[config.mk]
export PLATFORM = sky130hd
export DESIGN_NAME = wb_result_select
export DESIGN_NICKNAME = d
export VERILOG_FILES = /design/src/rtl/wb_result_select.sv
export SDC_FILE = /design/constraint.sdc
export NUM_CORES = 1
export LEC_CHECK = 0
export BUFFER_PORTS_ARGS = -buffer_cell sky130_fd_sc_hd__buf_4
export CORE_UTILIZATION = 40
export DETAILED_ROUTE_END_ITERATION = 12
export MAX_ROUTING_LAYER = met4
export PLACE_DENSITY = 0.74
export SLEW_MARGIN = 5
export SYNTH_ARGS = -nofsm -noshare
export SYNTH_HDL_FRONTEND = slang
export SYNTH_SLANG_ARGS = --single-unit
[constraint.sdc]
create_clock -name clk -period 3 [get_ports clk]
set_clock_uncertainty 0.1 [all_clocks]
set_input_delay 0.6 -clock clk [delete_from_list [all_inputs] [get_ports clk]]
set_output_delay 0.6 -clock clk [all_outputs]
set_load 0.02 [all_outputs]
[src/rtl/wb_result_select.sv]
// Write-back stage: selects and registers the register-file write data/address/enable,
// aligns sub-word loads, and counts retired instructions for the debug display.
module wb_result_select #(
    parameter int RET_W = 32
) (
    input  logic             clk,
    input  logic             rst,
    input  logic             inValid,
    input  logic             stall,
    input  logic             flush,
    input  logic [31:0]      aluResult,
    input  logic [31:0]      memData,
    input  logic [31:0]      pc,
    input  logic [4:0]       regT,
    input  logic [4:0]       regD,
    input  logic [1:0]       wbSrc,
    input  logic [1:0]       wbDst,
    input  logic [2:0]       loadType,
    input  logic             regWrite,
    output logic             regWriteEn,
    output logic [4:0]       regWriteAddr,
    output logic [31:0]      regWriteData,
    output logic [RET_W-1:0] retired
);

    localparam logic [1:0] SRC_ALU  = 2'd0;
    localparam logic [1:0] SRC_LOAD = 2'd1;
    localparam logic [1:0] SRC_PC4  = 2'd2;

    localparam logic [1:0] DST_RT   = 2'd0;
    localparam logic [1:0] DST_RD   = 2'd1;
    localparam logic [1:0] DST_RA   = 2'd2;
    localparam logic [1:0] DST_NONE = 2'd3;

    localparam logic [2:0] LD_B  = 3'd1;
    localparam logic [2:0] LD_BU = 3'd2;
    localparam logic [2:0] LD_H  = 3'd3;
    localparam logic [2:0] LD_HU = 3'd4;

    logic [7:0]       mem_byte [4];
    logic [7:0]       sel_byte;
    logic [15:0]      sel_half;
    logic [31:0]      load_data;
    logic [31:0]      pc_plus4;
    logic             capture;

    logic             vld_q, vld_d;
    logic             we_q, we_d;
    logic [4:0]       addr_q, addr_d;
    logic [31:0]      data_q, data_d;
    logic [RET_W-1:0] retired_q, retired_d;

    // Byte lanes are little-endian: lane 0 is bits [7:0].
    generate
        for (genvar gi = 0; gi < 4; gi++) begin : g_lane
            assign mem_byte[gi] = memData[8*gi +: 8];
        end
    endgenerate

    assign sel_byte = mem_byte[aluResult[1:0]];
    assign sel_half = aluResult[1] ? memData[31:16] : memData[15:0];
    assign pc_plus4 = pc + 32'd4;
    assign capture  = !flush && !stall;

    always_comb begin
        load_data = memData;
        case (loadType)
            LD_B:    load_data = {{24{sel_byte[7]}}, sel_byte};
            LD_BU:   load_data = {24'h0, sel_byte};
            LD_H:    load_data = {{16{sel_half[15]}}, sel_half};
            LD_HU:   load_data = {16'h0, sel_half};
            default: load_data = memData;
        endcase
    end

    always_comb begin
        data_d = 32'h0;
        case (wbSrc)
            SRC_ALU:  data_d = aluResult;
            SRC_LOAD: data_d = load_data;
            SRC_PC4:  data_d = pc_plus4;
            default:  data_d = 32'h0;
        endcase
    end

    always_comb begin
        addr_d = 5'd0;
        case (wbDst)
            DST_RT:  addr_d = regT;
            DST_RD:  addr_d = regD;
            DST_RA:  addr_d = 5'd31;
            default: addr_d = 5'd0;
        endcase
    end

    // $0 is hard-wired zero, so writes to it are dropped while the address still shows 0.
    always_comb begin
        we_d      = inValid && regWrite && (wbDst != DST_NONE) && (addr_d != 5'd0);
        vld_d     = inValid;
        retired_d = retired_q;
        if (capture && inValid) begin
            retired_d = retired_q + 1'b1;
        end
    end

    always_ff @(posedge clk or posedge rst) begin
        if (rst) begin
            vld_q     <= 1'b0;
            we_q      <= 1'b0;
            addr_q    <= 5'd0;
            data_q    <= 32'h0;
            retired_q <= '0;
        end else if (flush) begin
            vld_q <= 1'b0;
            we_q  <= 1'b0;
        end else if (!stall) begin
            vld_q     <= vld_d;
            we_q      <= we_d;
            addr_q    <= addr_d;
            data_q    <= data_d;
            retired_q <= retired_d;
        end
    end

    assign regWriteEn   = we_q && vld_q;
    assign regWriteAddr = addr_q;
    assign regWriteData = data_q;
    assign retired      = retired_q;

endmodule

Word level (Yosys, flattened, before mapping)
Cells that the tools add are included.
W data, S select, Z words.

word-level totals
  register bits = 71
  bits of input ports = 119
  logic and storage cells = 45

cells by class
  add/sub/neg operators = 2
  magnitude comparators = 1
  equal/unequal tests = 10
  mux-type cells = 11
  bitwise gates (word level) = 3
  reductions and logical operators = 13

operators by type and width
  kind                     count
  $pmux W32 S4             1
  $pmux W32 S3             1
  $add A32 B1 Y32 const B  1
  $add A32 B3 Y32 const B  1
  $bmux W8 S2              1
  $mux W16                 1
  $mux W8                  2
  $pmux W5 S3              1
  $eq A3 B2 Y1 const B     2
  $logic_and A1 B1 Y1      6
  $reduce_bool A5 Y1       1
  $eq A2 B1 Y1 const B     2
  $eq A2 B2 Y1 const B     2
  $logic_not A2 Y1         2
  $mux W1                  4
  $eq A3 B1 Y1 const B     1
  $eq A3 B3 Y1 const B     1
  $ge A3 B3 Y1 const B     1
  $not A2 Y3               1
  $reduce_and A3 Y1        1
  $logic_not A1 Y1         2
  $ne A2 B1 Y1 const B     1
  $ne A2 B2 Y1 const B     1
  $not A1 Y1               2
  $reduce_and A2 Y1        1

Depth between registers and ports, before layout
Gate-level depths: netlist (run 1).

  depth after elaboration = 6
  mapped depth = 7

Worst setup path after synthesis (run 1)
Ideal clock, no wire load.

  path type = input-to-reg
  from = in aluResult[0]
  to = reg data_q[10] (netlist: regWriteData[10])
  data arrival time = 2.087 ns
  slack = 0.689 ns
  stages on the path = 7
  buffers on the path = 2
  cells stage by stage = buf_6 > mux4_2 > or3_1 > buf_2 > a21oi_1 > nor2_1 > a211o_1

between the ends
  word-level cells in the longest chain between the ends = 6

ends and longest elaborated chain
  item                                         line  RTL
  start: declaration                           11    input logic [31:0] aluResult,
  $not A2 Y3 (not written as such)             60    assign sel_byte = mem_byte[aluResult[1:0]];
  $bmux W8 S2                                  60
  $mux W8 (not written as such) (2 in series)  60
  $pmux W32 S4                                 67    case (loadType)
  $pmux W32 S3                                 78    case (wbSrc)
  end signal: assignment                       120   data_q <= data_d;
  end: declaration                             50    logic [31:0] data_q, data_d;

No other way between the ends. The select of a mux whose other input is x is not followed.
A chain may end at the register's enable or synchronous reset.

Final worst setup path (run 1)
  from = in loadType[2]
  to = reg data_q[23] (netlist: regWriteData[23])

between the ends
  word-level cells in the longest chain between the ends = 3
  elaborated cells between the ends (all ways) = 6
  those cells by class = eq/ne: 4; mux: 2

ends and longest elaborated chain
  item                                  line  RTL
  start: declaration                    18    input logic [2:0] loadType,
  $eq A3 B3 Y1 (tied with other cells)  67
  $pmux W32 S4 (*)                      67
  $pmux W32 S3 (*)                      78

Mark *: on every way between the ends. The rest lies on a longest branch, timed or not.

==> results of run 1 <==
-- worst register-to-register path: stages (launching register included) --
cell      delay [ps]
dfrtp_1          400
and4bb_2         330
nand4_4          170
or4b_1           670
nor2_1           190
xor2_1           190
-- flip-flops by register name (all words and copies together), names as in the netlist --
signal	flops
we_q	1
vld_q	1
regWriteAddr	5
regWriteData	32
retired	32
-- cell usage in the layout (no fill, tap or decap), types with 3 or more instances in the layout --
master     synthesis  routed
nand4_1           16      16
nor2_1            42      42
o221ai_1          12      12
or2_2              3       3
a31oi_1            4       4
buf_4              0     194
a221oi_1           6       6
a22oi_1           16      16
ha_1               3       3
a21oi_1           31      31
a211o_1            4       4
inv_1             16      15
and3_1            10      10
clkbuf_16          0       9
nor3_1            11      11
a221o_1            3       3
a211oi_1           4       4
inv_6              0       4
and2_1             8       8
nor4_1             6       6
o22ai_1            5       5
a21o_1             3       3
xnor2_1           35      34
mux2i_1           11      11
mux2_2             3       3
nand2b_1           9       9
nand3_1           25      25
nand2_1           54      54
dfrtp_1           71      71
o21ai_0           41      41
a222oi_1           4       4
or3_1              3       3
and4_1            12      12
o211ai_1          10      10
xor2_1            24      24
nor2b_1            8       8
-- per-layer routing --
layer  vias up  GRT usage, %  part of all wire (%)
met3        40          3.46                   6.4
li1       2466             -                     -
met5         -             -                     0
met1      2531          37.2                    43
met2       244          46.5                    47
met4         0          13.3                   3.7
-- synthesized netlist by cell type (4+ instances only) --
master,number
nor2b_1,8
and3_1,10
nor3_1,11
a221oi_1,6
xnor2_1,35
nand2b_1,9
dfrtp_1,71
buf_2,7
o22ai_1,5
inv_1,16
nor4_1,6
o211ai_1,10
clkbuf_1,18
buf_1,6
a211o_1,4
and4_1,12
a22oi_1,16
a31oi_1,4
and2_1,8
mux2i_1,11
a211oi_1,4
nand4_1,16
nand2_1,54
a21oi_1,31
xor2_1,24
o221ai_1,12
nor2_1,42
a222oi_1,4
o21ai_0,41
nand3_1,25
-- kinds of logic after synthesis --
group | Yosys count
AOI/OAI and AO/OA | 159
xor gates and xnor gates | 59
buffers and inverters | 48
DFF | 71
and+or+nand+nor | 215
adders and majority gates | 3
muxes | 15
-- power by group through the flow --
stage / clock, mW / combinational [mW] / sequential (mW)
4_1_cts: 1.11 / 0.874 / 1.17
2_1_floorplan: 0 / 0.318 / 1.28
5_1_grt: 1.15 / 0.940 / 1.18
3_3_place_gp: 0 / 0.858 / 1.18
6_report: 1.11 / 0.874 / 1.17
3_5_place_dp: 0 / 0.872 / 1.18
-- worst max-delay path by stage --
stage	startpoint	to	slack (ps)	cells after the start
floorplan	rst	regWriteAddr[0]	500	1
global placement	loadType[1]	regWriteData[15]	190	6
detailed placement	loadType[2]	regWriteData[23]	160	6
CTS	loadType[2]	regWriteData[23]	490	6
global route	loadType[2]	regWriteData[27]	370	6
finish	loadType[2]	regWriteData[23]	450	6
-- metrics by stage --
| stage | hold slack, ps | area, µm² | power (mW) | setup slack, ps |
|---|---|---|---|---|
| global route | 367 | 6710 | 3.27 | 374 |
| CTS | 330 | 6710 | 3.15 | 489 |
| floorplan | 367 | 4880 | 1.60 | 503 |
| detailed placement | 364 | 6410 | 2.06 | 157 |
| finish | 306 | 6710 | 3.15 | 451 |
| global placement | 357 | 6400 | 2.04 | 186 |
-- final cells by class --
cell class / instances / area, µm² / area share (%)
Clock buffer: 9 / 225 / 3.35
Timing Repair Buffer: 195 / 1480 / 22.0
Tap cell: 143 / 179 / 2.66
Multi-Input combinational cell: 451 / 2920 / 43.5
Inverter: 16 / 60.1 / 0.895
Clock inverter: 7 / 77.6 / 1.16
Sequential cell: 71 / 1780 / 26.5
==> flow_metrics.py, run 1 <==
metrics = {
    "cts": {
        "clockBufferDepth": 2,
        "cts_max_level": 3,
        "worst_setup_hold_path_clk_slew_ps": 60,
        "worstSkewPairLatency_ps": 340,
        "cts_tree": "yes",
        "cts_buffers": 9,
        "ctsHoldBuffers": 0,
        "postCtsSetupBuffers": 0,
        "cts.sinks": 71,
        "clk_root_buffer_cell": "clkbuf_16",
        "cts-resized-gates": 0,
    },
    "placement": {
        "gp_congestion": 0.988,
        "hpwl_mm": 13.8,
        "io_buffers": 188,
        "dp_cells": 876,
    },
    "global_routing": {
        "grt_pass1_vias": 5162,
        "grt_pass1_wl_mm": 27.4,
        "track_usage_pct": 29.2,
        "antenna_found_initial": 0,
        "grt_max_degree": 40,
        "grt_overflow": 0,
    },
    "setup_path": {
        "path_class": "in -> reg",
        "cp_cell_sequence": "buf_4 > nor2b_1 > a22o_1 > nor3_1 > o21ai_0 > o211ai_1",
        "end_kind": "flop",
        "required_ps": 3150,
        "r2r_cells": 5,
        "cp-start-kind": "input port",
        "arrival_ps": 2700,
        "reg2reg_slack_ps": 880,
        "path_delay_family": "simple AND/OR/NAND/NOR gates",
        "critPathBufInv": 1,
        "rr_endpoint": "retired[25]",
        "r2r_start": "retired[2]",
        "critPathMaxStageDelay_ps": 880,
        "crit_path_max_fanout": 27,
        "cpMaxStageDelayCell": "nor3_1",
    },
    "logic_synthesis": {
        "synthAdderAreaFrac_pct": 0.768,
        "synth_top_family_by_area": "simple AND/OR/NAND/NOR gates",
        "synth_xor_area_share_pct": 10.6,
        "syn_nets": 692,
        "ys_ff_latch": 71,
        "synthTopCellsByArea": "dfrtp_1, xnor2_1, xor2_1, o21ai_0, nand2_1",
        "synth_area_um2": 4880,
        "muxShareOfSynthArea_pct": 3.41,
        "syn_inst": 570,
        "yosys.area_share.simple_pct": 23.1,
        "ys.flop_type": "dfrtp_1",
        "yosysUniqueCellTypes": 56,
        "syn_area_per_cell_um2": 8.57,
        "yosys.area.top_type_share_pct": 36.4,
        "ys.warnings.count": 0,
        "synth_edf_count": 0,
        "yosys.area.top_type": "dfrtp_1",
        "async_flop_share_pct": 100,
        "synth_compound_area_share_pct": 21.7,
        "ys_seq_area_share_pct": 36.4,
    },
    "power": {
        "powerDensity_nw_per_um2": 470,
        "combPwrFrac_pct": 27.7,
        "p_sw_mw": 1.04,
        "peakVddDrop_v": 0.000293,
        "p_leak_nw": 3.08,
        "p_sw_share_pct": 33.1,
        "p_clk_share_pct": 35.1,
        "seq_power_share_pct": 37.2,
        "internal_power_mw": 2.11,
    },
    "sta": {
        "min_period_ps": 2550,
        "fin_crit_sh_pct": 85.0,
        "relSlewSlack_pct": 26.9,
        "hold_viol": 0,
        "setup_violations": 0,
        "fin_tns_setup_ps": 0,
        "fmax_mhz": 392,
        "finalMaxSlewViolations": 0,
        "worstMarginPinSlew_ps": 1090,
        "rsz0062_at_grt": "false",
    },
    "finish": {
        "final_cell_count_no_fill": 892,
        "num_antenna_cells": 0,
        "drive_gt1_share_pct": 29.9,
        "area_growth_pct": 37.4,
        "fin_util_pct": 57.6,
        "n_fill_cell": 1066,
        "fin_nets": 866,
    },
    "outcome": {
        "outcome": "complete, no violations",
    },
    "floorplanning": {
        "dieArea_um2": 12700,
        "die_h_um": 113,
        "core_area_um2": 11700,
        "die_w_um": 113,
        "start_util_pct": 41.9,
        "io_pins": 189,
        "rows": 39,
    },
    "route": {
        "vias": 5281,
        "firstDrtPassIters": 5,
        "avgRoutedWirePerCell_um": 19.7,
        "ant_nets": 0,
        "wl_mm": 17.6,
        "drt-initial-drc-count": 410,
        "drc": 0,
        "vias_per_cell": 5.92,
    },
    "flow_run": {
        "max-cap-violations": 0,
    },
    "worst_hold_path": {
        "hold_class": "in -> async",
    },
}
Power figures use the tool's default switching activity.
==> run 2, diff against run 1 <==
==> constraint.sdc (replaced) <==
create_clock -name clk -period 2.35 [get_ports clk]
set_clock_uncertainty 0.1 [all_clocks]
set_input_delay 0.47 -clock clk [delete_from_list [all_inputs] [get_ports clk]]
set_output_delay 0.47 -clock clk [all_outputs]
set_load 0.02 [all_outputs]
==> run 2 against run 1 <==
Cell count grew 3.6%. Setup slack got worse by 230 ps. Critical path depth shrank 1. Non-clock buffer count rose by 32. First-iteration DRC count up 5.9%. Register-to-register slack got worse by 650 ps. Sequential power is 27% higher. Combinational power increased by 34%. Largest cell class unchanged. Highest routed layer unchanged.
==> flow_metrics.py, run 2 (same netlist as run 1, synthesis figures left out) <==
metrics = {
    "cts": {
        "cts.sinks": 71,
        "worstSkewPairLatency_ps": 330,
        "cts_buffers": 9,
        "clockBufferDepth": 2,
        "worst_setup_hold_path_clk_slew_ps": 60,
        "clk_root_buffer_cell": "clkbuf_16",
        "postCtsSetupBuffers": 0,
        "cts_tree": "yes",
        "cts_max_level": 3,
    },
    "sta": {
        "fin_tns_setup_ps": 0,
        "min_period_ps": 2120,
        "finalMaxSlewViolations": 0,
        "fin_crit_sh_pct": 90.4,
        "worstMarginPinSlew_ps": 635,
        "hold_viol": 0,
        "rsz0062_at_grt": "false",
        "setup_violations": 0,
        "relSlewSlack_pct": 57.5,
        "fmax_mhz": 471,
    },
    "finish": {
        "layout_common_cells": "buf_4, dfrtp_1, nand2_1",
        "area_growth_pct": 42.6,
        "fin_util_pct": 59.7,
        "n_fill_cell": 1031,
        "drive_gt1_share_pct": 32.7,
        "num_antenna_cells": 0,
        "fin_nets": 898,
        "final_common_cell": "buf_4",
    },
    "route": {
        "vias": 5395,
        "vias_per_cell": 5.84,
        "wl_mm": 18.0,
        "drc": 0,
        "drt-initial-drc-count": 434,
        "firstDrtPassIters": 5,
        "avgRoutedWirePerCell_um": 19.4,
        "ant_nets": 0,
    },
    "power": {
        "powerDensity_nw_per_um2": 581,
        "power.total_mw": 4.05,
        "peakVddDrop_v": 0.000303,
        "p_leak_nw": 3.22,
    },
    "setup_path": {
        "end_kind": "flop",
        "crit_path_max_fanout": 6,
        "arrival_ps": 2280,
        "r2r_start": "retired[17]",
        "r2r_cells": 5,
        "rr_endpoint": "retired[31]",
        "path_class": "reg -> reg",
        "reg2reg_slack_ps": 230,
        "cp-start-kind": "flop",
        "required_ps": 2500,
    },
    "placement": {
        "io_buffers": 188,
        "gp_congestion": 0.959,
        "hpwl_mm": 14.3,
    },
    "global_routing": {
        "grt_pass1_wl_mm": 28.0,
        "grt_overflow": 0,
        "track_usage_pct": 29.8,
        "grt_pass1_vias": 5203,
        "antenna_found_initial": 0,
        "grt_max_degree": 48,
    },
    "floorplanning": {
        "die_h_um": 113,
        "die_w_um": 113,
        "start_util_pct": 41.9,
        "dieArea_um2": 12700,
        "core_area_um2": 11700,
        "io_pins": 189,
        "rows": 39,
    },
    "worst_hold_path": {
        "hold_class": "in -> async",
    },
    "outcome": {
        "outcome": "complete, no violations",
    },
    "flow_run": {
        "max-cap-violations": 0,
    },
}
[run 2: cell types whose count changed in the layout (fill, tap and decap cells not counted), sizes merged]
cell      previous run  this run
inv                 20        16
clkinvlp             1         4
clkbuf               9        10
buf                195       227
[run 2: stage by stage]
| step | std cells | cell area, µm² | worst slack (ps) | hold slack (ps) |
|---|---|---|---|---|
| floorplan | 570 | 4890 | 169 | 367 |
| global placement | 908 | 6660 | -110 | 356 |
| detailed placement | 908 | 6660 | -200 | 362 |
| CTS | 924 | 6960 | 160 | 82.2 |
| global route | 924 | 6960 | 93.5 | 104 |
| finish | 924 | 6960 | 225 | 80.8 |
[run 2: timing repair]
| item | 4_1_cts | 5_1_grt |
|---|---|---|
| gates resized for setup | 0 | 1 |
| endpoints found under the setup margin | 0 | 9 |
| hold buffers | 0 | 0 |
[run 2: worst max path at each step]
stage	startpoint	slack, ps	endpoint
2_1_floorplan	aluResult[0]	170	regWriteData[10]
3_3_place_gp	aluResult[0]	-110	regWriteData[29]
3_5_place_dp	aluResult[0]	-200	regWriteData[31]
4_1_cts	aluResult[0]	160	regWriteData[27]
5_1_grt	retired[5]	90	retired[31]
6_report	retired[17]	230	retired[31]
[run 2: layout make-up]
class | count | area (µm²) | area share (%)
inverter | 16 | 63.8 | 0.916
clock inverter | 6 | 70.1 | 1.01
multi-input combinational | 451 | 2920 | 41.9
timing repair buffer | 227 | 1730 | 24.8
sequential | 71 | 1780 | 25.5
clock buffer | 10 | 229 | 3.29
tap | 143 | 179 | 2.57
[run 2: power by group]
part	internal, mW	switching [mW]	total (mW)
Clock	0.828	0.557	1.38
Combinational	0.544	0.627	1.17
Sequential	1.36	0.134	1.49
[run 2: routing by layer]
layer	vias up	global-route usage, %	part of all wire [%]
li1	2533	-	-
met1	2575	38.8	43
met2	264	47.7	48
met3	23	5.78	7.0
met4	0	7.82	1.7
met5	-	-	0
[run 2: critical path, stage by stage, from the launching register on]
cell and delay [ps]:
dfrtp_1 420, and4_1 260, and3_1 250, or4b_1 600
nor3_2 230, xor2_1 180
==> run 3, diff against run 2 <==
--- a/config.mk
+++ b/config.mk
@@ -9,8 +9,8 @@
 export CORE_UTILIZATION = 40
 export DETAILED_ROUTE_END_ITERATION = 12
 export MAX_ROUTING_LAYER = met4
-export PLACE_DENSITY = 0.74
-export SLEW_MARGIN = 5
+export PLACE_DENSITY = 0.76
+export SLEW_MARGIN = 25
 export SYNTH_ARGS = -nofsm -noshare
 export SYNTH_HDL_FRONTEND = slang
 export SYNTH_SLANG_ARGS = --single-unit
==> run 3 against run 2 <==
Critical path depth unchanged. Core utilization decreased by 0.86 points. Design area shrank 1.4%. Combinational power is essentially flat. Non-clock buffer count fell by 10. Worst hold slack gained 52 ps. Via count is 0.61% lower. Count of clock-buffer cells in the layout fell by 1. Cell count down 1.1%. Sequential share of layout area increased by 0.37 points. Critical path type unchanged. Critical endpoint unchanged.
==> flow_metrics.py, run 3 (same netlist as run 1, synthesis figures left out) <==
metrics = {
    "power": {
        "seq_power_share_pct": 37.6,
        "p_leak_nw": 3.17,
        "internal_power_mw": 2.62,
        "p_sw_mw": 1.34,
        "combPwrFrac_pct": 28.9,
        "p_clk_share_pct": 33.5,
        "peakVddDrop_v": 0.000330,
        "p_sw_share_pct": 33.9,
        "powerDensity_nw_per_um2": 577,
    },
    "cts": {
        "clockBufferDepth": 2,
        "worst_setup_hold_path_clk_slew_ps": 60,
        "ctsHoldBuffers": 0,
        "cts.sinks": 71,
        "cts_tree": "yes",
        "cts_max_level": 3,
        "clk_root_buffer_cell": "clkbuf_16",
        "worstSkewPairLatency_ps": 340,
        "postCtsSetupBuffers": 0,
        "cts_buffers": 9,
    },
    "setup_path": {
        "path_class": "reg -> reg",
        "required_ps": 2520,
        "critPathMaxStageDelay_ps": 570,
        "crit_path_max_fanout": 6,
        "cp-start-kind": "flop",
        "arrival_ps": 2240,
        "cp_cell_sequence": "and4_1 > and3_1 > or4b_1 > nor3_2 > xor2_1",
        "cpMaxStageDelayCell": "or4b_1",
        "end_kind": "flop",
        "reg2reg_slack_ps": 280,
    },
    "placement": {
        "post-place-ws_ps": -226,
        "gp_congestion": 0.943,
        "hpwl_mm": 13.7,
        "io_buffers": 188,
    },
    "sta": {
        "timing.hold.ws_ps": 133,
        "fin_tns_setup_ps": 0,
        "relSlewSlack_pct": 59.4,
        "fmax_mhz": 484,
        "hold_viol": 0,
        "setup_violations": 0,
        "min_period_ps": 2070,
        "rsz0062_at_grt": "false",
        "setup_ws_ps": 282,
        "worstMarginPinSlew_ps": 606,
        "fin_crit_sh_pct": 88.0,
        "finalMaxSlewViolations": 0,
    },
    "route": {
        "ant_nets": 0,
        "drc": 0,
        "vias_per_cell": 5.87,
        "avgRoutedWirePerCell_um": 18.8,
        "drt-initial-drc-count": 413,
        "vias": 5362,
        "wl_mm": 17.2,
        "firstDrtPassIters": 5,
    },
    "global_routing": {
        "grt_overflow": 0,
        "antenna_found_initial": 0,
        "grt_max_degree": 72,
        "grt_pass1_vias": 5207,
        "track_usage_pct": 28.9,
        "grt_pass1_wl_mm": 27.2,
    },
    "finish": {
        "final_common_cell": "buf_4",
        "fin_nets": 888,
        "drive_gt1_share_pct": 31.9,
        "area_growth_pct": 40.5,
        "num_antenna_cells": 0,
        "layout_common_cells": "buf_4, dfrtp_1, nand2_1",
    },
    "flow_run": {
        "max-cap-violations": 0,
    },
    "floorplanning": {
        "rows": 39,
        "core_area_um2": 11700,
        "start_util_pct": 41.9,
        "dieArea_um2": 12700,
        "io_pins": 189,
        "die_h_um": 113,
        "die_w_um": 113,
    },
    "outcome": {
        "outcome": "complete, no violations",
    },
    "worst_hold_path": {
        "hold_class": "in -> async",
    },
}
==> run 3: cell types whose count changed in the layout (fill, tap and decap cells not counted), sizes merged <==
cell	change
buf	-10
inv	+3
bufinv	-1
clkbuf	-1
clkinvlp	-1
==> run 3: cell type report <==
class | count | area, µm²
Timing Repair Buffer | 217 | 1640
Fill cell | 1054 | 4800
Clock buffer | 9 | 225
Tap cell | 143 | 179
Multi-Input combinational cell | 451 | 2920
Clock inverter | 7 | 61.3
Sequential cell | 71 | 1780
Inverter | 16 | 63.8
==> run 3: worst max-delay path: cells and delay by family, from the launching register on <==
kind             cells  cell delay (ps)
AND/OR/NAND/NOR      4             1310
flip-flops           1              430
XOR/XNOR             1              150
==> run 3: metrics by stage <==
step / utilization (%) / cells / instance area [µm²] / power (mW)
2_1_floorplan: - / 570 / 4890 / 2.04
3_3_place_gp: 56.4 / 898 / 6570 / 2.63
3_5_place_dp: 56.4 / 898 / 6570 / 2.65
4_1_cts: 58.8 / 914 / 6860 / 3.98
5_1_grt: 58.9 / 914 / 6860 / 4.13
6_report: 58.9 / 914 / 6860 / 3.96
==> run 3: repair_timing <==
| item | in CTS | in global routing |
|---|---|---|
| resized for setup | 0 | 1 |
| hold endpoints to repair | 0 | 0 |
| endpoints found under the setup margin | 0 | 1 |
==> run 3: routing by layer <==
| layer | part of all wire, % | global-route usage (%) | wire length (µm) | vias to the layer above |
|---|---|---|---|---|
| met5 | 0 | - | 0 | - |
| met4 | 3.2 | 11.2 | 559 | 0 |
| met3 | 7.1 | 5.18 | 1220 | 34 |
| met2 | 47 | 45.8 | 8020 | 251 |
| met1 | 43 | 36.8 | 7400 | 2563 |
| li1 | - | - | - | 2514 |
==> run 3: final timing paths <==
path | cells after the start | from | to
min in group clk | 2 | flush | we_q
worst min register to register | 1 | retired[31] | retired[31]
worst min-delay path | 3 | rst | regWriteAddr[0]
worst max register to register | 5 | retired[17] | retired[31]
worst max-delay path | 5 | retired[17] | retired[31]
max in group asynchronous | 3 | rst | regWriteData[5]
==> run 3: power by group through the flow <==
stage | Clock (mW) | Combinational, mW | Sequential [mW]
detailed placement | 0 | 1.14 | 1.50
floorplan | 0 | 0.407 | 1.64
global route | 1.40 | 1.23 | 1.50
CTS | 1.35 | 1.15 | 1.49
global placement | 0 | 1.13 | 1.50
finish | 1.33 | 1.15 | 1.49
